File: src/rtl/decode_pkg.sv
// Shared decode definitions: RISC-V base opcodes, immediate-format
// classification and source-operand usage helpers.
package decode_pkg;

  localparam logic [6:0] OP_LOAD   = 7'b0000011;
  localparam logic [6:0] OP_STORE  = 7'b0100011;
  localparam logic [6:0] OP_BRANCH = 7'b1100011;
  localparam logic [6:0] OP_JAL    = 7'b1101111;
  localparam logic [6:0] OP_JALR   = 7'b1100111;
  localparam logic [6:0] OP_LUI    = 7'b0110111;
  localparam logic [6:0] OP_AUIPC  = 7'b0010111;
  localparam logic [6:0] OP_IMM    = 7'b0010011;
  localparam logic [6:0] OP_REG    = 7'b0110011;
  localparam logic [6:0] OP_SYSTEM = 7'b1110011;

  typedef enum logic [2:0] {
    IMM_I,
    IMM_S,
    IMM_B,
    IMM_U,
    IMM_J,
    IMM_NONE
  } imm_type_e;

  // Immediate format implied by the major opcode.
  function automatic imm_type_e get_imm_type(input logic [6:0] opcode);
    imm_type_e t;
    case (opcode)
      OP_LOAD, OP_IMM, OP_JALR, OP_SYSTEM: t = IMM_I;
      OP_STORE:                            t = IMM_S;
      OP_BRANCH:                           t = IMM_B;
      OP_LUI, OP_AUIPC:                    t = IMM_U;
      OP_JAL:                              t = IMM_J;
      default:                             t = IMM_NONE;
    endcase
    return t;
  endfunction

  // rs1 is meaningful for everything except U- and J-format instructions.
  function automatic logic src1_used(input logic [6:0] opcode);
    return !(opcode == OP_LUI || opcode == OP_AUIPC || opcode == OP_JAL);
  endfunction

  // rs2 is meaningful only for register-register, store and branch.
  function automatic logic src2_used(input logic [6:0] opcode);
    return (opcode == OP_REG) || (opcode == OP_STORE) || (opcode == OP_BRANCH);
  endfunction

endpackage

File: src/rtl/imm_gen_mp.sv
// Combinational immediate generator: extracts the I/S/B/U/J immediate
// selected by the opcode and sign-extends it from instr[31] to XLEN.
module imm_gen_mp
  import decode_pkg::*;
#(
  parameter int XLEN = 32
) (
  input  logic [31:0]     i_instr,
  output logic [XLEN-1:0] o_imm
);

  logic [31:0] w_imm32;

  // Assemble the 32-bit immediate for the decoded format.
  always_comb begin
    w_imm32 = '0;
    case (get_imm_type(i_instr[6:0]))
      IMM_I: w_imm32 = {{20{i_instr[31]}}, i_instr[31:20]};
      IMM_S: w_imm32 = {{20{i_instr[31]}}, i_instr[31:25], i_instr[11:7]};
      IMM_B: w_imm32 = {{19{i_instr[31]}}, i_instr[31], i_instr[7],
                        i_instr[30:25], i_instr[11:8], 1'b0};
      IMM_U: w_imm32 = {i_instr[31:12], 12'h000};
      IMM_J: w_imm32 = {{11{i_instr[31]}}, i_instr[31], i_instr[19:12],
                        i_instr[20], i_instr[30:21], 1'b0};
      default: w_imm32 = '0;
    endcase
  end

  assign o_imm = XLEN'($signed(w_imm32));

endmodule

File: src/rtl/decode_stage_mp.sv
// Decode stage: register file with multi-port writeback and write-through
// bypass, immediate extension, optional issue scoreboard / RAW interlock,
// and a valid/ready output register.
// Optional feature macro: DECODE_SCOREBOARD_EN (scoreboard + hazard logic).
module decode_stage_mp
  import decode_pkg::*;
#(
  parameter  int XLEN = 32,
  parameter  int NREG = 32,
  parameter  int NWB  = 2,
  localparam int AW   = $clog2(NREG)
) (
  input  logic                clk,
  input  logic                rst,
  input  logic                in_valid,
  output logic                in_ready,
  input  logic [XLEN-1:0]     in_pc,
  input  logic [31:0]         in_instr,
  input  logic                flush,
  input  logic [NWB-1:0]      wb_we,
  input  logic [NWB*AW-1:0]   wb_addr,
  input  logic [NWB*XLEN-1:0] wb_data,
  output logic                out_valid,
  input  logic                out_ready,
  output logic [XLEN-1:0]     out_pc,
  output logic [31:0]         out_instr,
  output logic [AW-1:0]       out_rs1,
  output logic [AW-1:0]       out_rs2,
  output logic [AW-1:0]       out_rd,
  output logic [XLEN-1:0]     out_rs1_data,
  output logic [XLEN-1:0]     out_rs2_data,
  output logic [XLEN-1:0]     out_imm,
  output logic                out_rd_we
);

  logic [XLEN-1:0] r_regs [NREG];

  logic            r_out_valid;
  logic [XLEN-1:0] r_out_pc;
  logic [31:0]     r_out_instr;
  logic [AW-1:0]   r_out_rs1;
  logic [AW-1:0]   r_out_rs2;
  logic [AW-1:0]   r_out_rd;
  logic [XLEN-1:0] r_out_rs1_data;
  logic [XLEN-1:0] r_out_rs2_data;
  logic [XLEN-1:0] r_out_imm;
  logic            r_out_rd_we;

  logic [6:0]      w_opcode;
  logic [AW-1:0]   w_rs1;
  logic [AW-1:0]   w_rs2;
  logic [AW-1:0]   w_rd;
  logic            w_rd_we;
  logic [XLEN-1:0] w_imm;
  logic [XLEN-1:0] w_rs1_data;
  logic [XLEN-1:0] w_rs2_data;
  logic            w_hazard;
  logic            w_accept;

  assign w_opcode = in_instr[6:0];
  assign w_rs1    = AW'(in_instr[19:15]);
  assign w_rs2    = AW'(in_instr[24:20]);
  assign w_rd     = AW'(in_instr[11:7]);
  assign w_rd_we  = (w_opcode != OP_STORE) && (w_opcode != OP_BRANCH) && (w_rd != '0);

  imm_gen_mp #(
    .XLEN (XLEN)
  ) u_imm_gen (
    .i_instr (in_instr),
    .o_imm   (w_imm)
  );

  // Register file write: ascending port order so the highest index wins.
  always_ff @(posedge clk) begin
    if (rst) begin
      for (int unsigned r = 0; r < NREG; r++) begin
        r_regs[r] <= '0;
      end
    end else begin
      for (int unsigned i = 0; i < NWB; i++) begin
        if (wb_we[i] && (wb_addr[i*AW +: AW] != '0) &&
            (int'(wb_addr[i*AW +: AW]) < NREG)) begin
          r_regs[wb_addr[i*AW +: AW]] <= wb_data[i*XLEN +: XLEN];
        end
      end
    end
  end

  // Operand read with same-cycle writeback bypass; later ports override earlier.
  always_comb begin
    w_rs1_data = '0;
    w_rs2_data = '0;
    if ((w_rs1 != '0) && (int'(w_rs1) < NREG)) w_rs1_data = r_regs[w_rs1];
    if ((w_rs2 != '0) && (int'(w_rs2) < NREG)) w_rs2_data = r_regs[w_rs2];
    for (int unsigned i = 0; i < NWB; i++) begin
      if (wb_we[i] && (w_rs1 != '0) && (wb_addr[i*AW +: AW] == w_rs1)) begin
        w_rs1_data = wb_data[i*XLEN +: XLEN];
      end
      if (wb_we[i] && (w_rs2 != '0) && (wb_addr[i*AW +: AW] == w_rs2)) begin
        w_rs2_data = wb_data[i*XLEN +: XLEN];
      end
    end
  end

`ifdef DECODE_SCOREBOARD_EN
  localparam int NSB = 1 << AW;

  logic [NSB-1:0] r_busy;
  logic [NSB-1:0] w_wb_hit;
  logic [NSB-1:0] w_busy_nxt;
  logic           w_issue;
  logic           w_src1_pend;
  logic           w_src2_pend;

  assign w_issue = r_out_valid && out_ready && !flush;

  // Mask of registers receiving a writeback this cycle.
  always_comb begin
    w_wb_hit = '0;
    for (int unsigned i = 0; i < NWB; i++) begin
      if (wb_we[i]) w_wb_hit[wb_addr[i*AW +: AW]] = 1'b1;
    end
  end

  // Busy update: clears from older writebacks first, then the issuing set wins.
  always_comb begin
    w_busy_nxt = r_busy & ~w_wb_hit;
    if (w_issue && r_out_rd_we) w_busy_nxt[r_out_rd] = 1'b1;
    w_busy_nxt[0] = 1'b0;
  end

  // Source is pending if its writer is in flight without a writeback this
  // cycle, or if its writer still sits in the output register.
  always_comb begin
    w_src1_pend = (w_rs1 != '0) &&
                  ((r_busy[w_rs1] && !w_wb_hit[w_rs1]) ||
                   (r_out_valid && r_out_rd_we && (r_out_rd == w_rs1)));
    w_src2_pend = (w_rs2 != '0) &&
                  ((r_busy[w_rs2] && !w_wb_hit[w_rs2]) ||
                   (r_out_valid && r_out_rd_we && (r_out_rd == w_rs2)));
    w_hazard = (src1_used(w_opcode) && w_src1_pend) ||
               (src2_used(w_opcode) && w_src2_pend);
  end

  // Scoreboard state.
  always_ff @(posedge clk) begin
    if (rst) begin
      r_busy <= '0;
    end else begin
      r_busy <= w_busy_nxt;
    end
  end
`else
  assign w_hazard = 1'b0;
`endif

  assign in_ready = (!r_out_valid || out_ready) && !w_hazard && !flush;
  assign w_accept = in_valid && in_ready;

  // Output register: flush kills, accept loads, consumption without refill empties.
  always_ff @(posedge clk) begin
    if (rst) begin
      r_out_valid    <= 1'b0;
      r_out_pc       <= '0;
      r_out_instr    <= '0;
      r_out_rs1      <= '0;
      r_out_rs2      <= '0;
      r_out_rd       <= '0;
      r_out_rs1_data <= '0;
      r_out_rs2_data <= '0;
      r_out_imm      <= '0;
      r_out_rd_we    <= 1'b0;
    end else if (flush) begin
      r_out_valid <= 1'b0;
    end else if (w_accept) begin
      r_out_valid    <= 1'b1;
      r_out_pc       <= in_pc;
      r_out_instr    <= in_instr;
      r_out_rs1      <= w_rs1;
      r_out_rs2      <= w_rs2;
      r_out_rd       <= w_rd;
      r_out_rs1_data <= w_rs1_data;
      r_out_rs2_data <= w_rs2_data;
      r_out_imm      <= w_imm;
      r_out_rd_we    <= w_rd_we;
    end else if (out_ready) begin
      r_out_valid <= 1'b0;
    end
  end

  assign out_valid    = r_out_valid;
  assign out_pc       = r_out_pc;
  assign out_instr    = r_out_instr;
  assign out_rs1      = r_out_rs1;
  assign out_rs2      = r_out_rs2;
  assign out_rd       = r_out_rd;
  assign out_rs1_data = r_out_rs1_data;
  assign out_rs2_data = r_out_rs2_data;
  assign out_imm      = r_out_imm;
  assign out_rd_we    = r_out_rd_we;

endmodule

File: config.mk
export PLATFORM = sky130hd
export DESIGN_NAME = decode_stage_mp
export DESIGN_NICKNAME = d
export VERILOG_FILES = /design/src/rtl/decode_pkg.sv /design/src/rtl/imm_gen_mp.sv /design/src/rtl/decode_stage_mp.sv
export SDC_FILE = /design/constraint.sdc
export NUM_CORES = 2
export LEC_CHECK = 0
export CAP_MARGIN = 20
export CORE_ASPECT_RATIO = 0.6
export CORE_MARGIN = 8
export CORE_UTILIZATION = 25
export DETAILED_ROUTE_END_ITERATION = 12
export SYNTH_ARGS = -nofsm -noshare
export SYNTH_HDL_FRONTEND = slang
export SYNTH_SLANG_ARGS = --single-unit
File: constraint.sdc
create_clock -name clk -period 8.73 [get_ports clk]
set_clock_uncertainty 0.05 [all_clocks]
set_input_delay 1.3095 -clock clk [delete_from_list [all_inputs] [get_ports clk]]
set_output_delay 1.3095 -clock clk [all_outputs]
set_load 0.05 [all_outputs]
==> key figures <==
Floorplanning
  – Row count: 146
  – IO Pins: approximately 320
  – Die Y: 415 microns
  – Die Span X: 681 microns
  – Core ar.: 0.264 sq mm
  – Die area: roughly 0.28 sq mm
  – Starting density of the core: 0.251

Synthesis
  – Synthesized area: 0.0662 sq mm
  – Main synth FF type: edfxtp_1
  – Yosys warning total: 0
  – Register area share after synthesis: 0.513
  – Cell taking the most area after synthesis: edfxtp_1
  – Top post-synthesis cells by area: edfxtp_1 46%, a22o_1 14%, mux4_2 13%
  – Number of synthesized flops with an enable pin: around 1000
  – Share of the synthesized area in the top cell type: 0.464
  – Mapped Avg Cell Area: approximately 14 sq um
  – Gate Count Post-Synth: 4894
  – Seq cells post-synth: about 1200
  – Async SR Flop Fraction: 0
  – Synth unique cells: 70

Clock tree
  – Clock sinks: around 1200
  – Clk_lat worst skew: 0.78 ns
  – CTS buffer count: between 100 and 150
  – # hold bufs at CTS: 0
  – Root Driver: clkbuf_16
  – CTS clk-pin slew, worst paths: 0.06 ns
  – Post-CTS setup buffer count: 0
  – CTS tree: yes
  – Max clock buf depth: 3
  – PostCTS Resize Cnt: 0
  – H-tree depth: 3

Detailed routing
  – # DRC: 0
  – Routed WL: roughly 300000 microns
  – Routed length per instance: 35.2 microns
  – DRT iter0 DRCs: 9683
  – Final ANT Viol Nets: 0
  – Vias/cell: 6.20
  – DR vias: 52700
  – 1st-pass router iterations: 7

Layout
  – P&R area growth vs syn: 16.0%
  – Finished Cell Area: around 0.077 sq mm
  – Layout Utilization: 0.291
  – Share of post-route cells with drive strength above 1: 0.212
  – Layout Nets: 4958
  – Number of fillers in the final layout: 26400

Global route
  – Largest net degree at the start of global routing: 87
  – Initial antenna violation count: 21
  – First-pass GRT wire length: 408000 microns
  – Total track usage: 0.200
  – Vias in the first global route: 50100
  – GRT overflow: 0

Placed design
  – Placed Area: 0.0728 sq mm
  – Routability-driven placement congestion ratio: 0.911
  – Post-DP HPWL: between 150000 and 200000 microns
  – Port Buffers: 322

Worst hold path
  – Min-delay src: out_imm[12]
  – Hold Crit Depth: 2
  – Hold Path Sink: out_imm[12]
  – HP Class: reg2reg

Critical path
  – FF-to-FF path depth: 7
  – R2r startpoint: out_valid
  – R2R setup slack: 5.55 ns
  – Crit path kind: in2reg
  – CP Max Fanout: 86
  – Critical path's most frequent cell: buf_4
  – CP Cell Sequence: buf_8, buf_4, and2b_1, nand2_1, or2_1, nor2_1, or3_2, buf_4
  – Slowest stage delay, CP: about 0.75 ns
  – Crit path capture type: flop
  – Worst path slowest cell: or3_2
  – CP Launch Type: input pin
  – Worst EP arrival: 5.06 ns
  – Worst flop-to-flop path endpoint: out_imm[19]
  – Crit path required time: 9.13 ns

Power and ir drop
  – Tot Pwr: between 10 and 15 mW
  – Clk network pwr share: 0.373
  – Net switching share of the total power: 0.292
  – Leakage power: between 20 and 30 nW
  – Net Switching: slightly above 4 mW
  – Combinational fraction of design power: 0.156
  – Peak VDD IR: 184 uV
  – Pwr dens: 185 mW/mm^2
  – Seq pwr share: 0.471
  – P_int: a little over 10 mW

STA
  – RSZ-0062 raised after global routing: no
  – Fin. max-slew vios: 0
  – Fmax: 214 MHz
  – Min Tclk post-route: 4.66 ns
  – Fin. Hold Viols: 0
  – Worst Max-Slew Pin Slew: between 1 and 1.5 ns
  – Max-slew headroom: 0.145
  – TNS Setup: 0 ns
  – Final period utilization: 0.534
  – Hold_ws: 0.394 ns
  – # setup viols final: 0

Flow run
  – Maxcap violations: 0

Status
  – Outcome: completed
## worst max-delay path, delay by kind of cell
kind | cells | cell delay [ns]
buffers and inverters | 3 | 1.65
AND/OR/NAND/NOR | 5 | 1.98
## state kept, by name, indices dropped and copies added (netlist names)
register      flops
out_imm          32
out_instr        32
out_pc           32
out_rd_we         1
out_rs1_data     32
out_rs2_data     32
out_valid         1
r_regs         1024
## final cells by class
cell class | instances | area, sq um | area share
clock buffers | 155 | 3270 | 0.0425
clock inverters | 70 | 618 | 0.00805
repair buffers | 533 | 5040 | 0.0656
flip-flops and latches | 1186 | 34000 | 0.442
inverters | 2 | 7.51 | 0.0000977
multi-input cells | 2972 | 29400 | 0.383
well taps | 3552 | 4440 | 0.0578
diodes | 17 | 42.5 | 0.000554
## power groups by stage
stage | Combinational [mW] | Clock [mW] | Sequential [mW]
after global placement | 2.12 | 0 | 6.78
after detailed placement | 2.15 | 0 | 6.80
final | 2.22 | 5.30 | 6.69
after floorplan | 1.15 | 0 | 6.88
after CTS | 2.15 | 5.32 | 6.68
after global routing | 2.26 | 5.52 | 6.72
## kinds of logic after synthesis
kind of cell              count (synthesis)  share of synthesized area
muxes                                   640                      0.170
AOI/OAI and AO/OA                      1662                      0.217
DFF                                    1186                      0.513
buffers and inverters                   767                     0.0535
xor gates and xnor gates                 20                    0.00264
and+or+nand+nor                         618                     0.0440
other                                     1                  0.0000566
## layout by cell type, fill, tap and decap left out, drive strengths merged, types with 18 or more instances in the layout
cell type and n:
a22o 1045, edfxtp 1024, mux4 384, clkdlybuf4s50 308, nand2 286, buf 225
mux2i 222, nor2 163, dfxtp 162, clkbuf 155, a221oi 96, a21oi 82
nor3 73, o32ai 64, a22oi 57, o21ai 56, clkinv 56, a211oi 40
a2111oi 35, mux2 34, o221ai 32, o22ai 32, conb 32, o2111ai 31
o211ai 31, or3 18
## through the flow
step | std cells | setup slack, ns
after floorplan | 4925 | 3.84
after global placement | 8234 | 3.29
after detailed placement | 8241 | 3.35
after CTS | 8466 | 4.14
after global routing | 8477 | 4.02
final | 8487 | 4.07
## synthesized netlist by cell type (all sizes together) (35+ instances only)
cell / n
a2111oi: 35
a211oi: 40
a21oi: 82
a221oi: 96
a22o: 1045
a22oi: 57
buf: 291
clkbuf: 474
dfxtp: 162
edfxtp: 1024
mux2i: 222
mux4: 384
nand2: 286
nor2: 163
nor3: 73
o21ai: 56
o32ai: 64
## how the worst max path moves through the flow
| stage | startpoint | endpoint | cells past startpoint |
|---|---|---|---|
| 2_1_floorplan | rst | r_regs[12][0] | 5 |
| 3_3_place_gp | rst | r_regs[9][12] | 8 |
| 3_5_place_dp | rst | r_regs[9][12] | 8 |
| 4_1_cts | rst | r_regs[9][5] | 8 |
| 5_1_grt | rst | r_regs[9][8] | 8 |
| 6_report | rst | r_regs[9][7] | 8 |
## per-layer routing
| metal | GRT usage | vias to the layer above | part of all wire |
|---|---|---|---|
| met2 | 0.270 | 4997 | 0.40 |
| met5 | 0.00473 | - | 0.00071 |
| met4 | 0.0752 | 8 | 0.041 |
| li1 | - | 20000 | - |
| met1 | 0.269 | 27000 | 0.38 |
| met3 | 0.102 | 693 | 0.18 |
No activity file was read; power rests on OpenSTA's default activity.
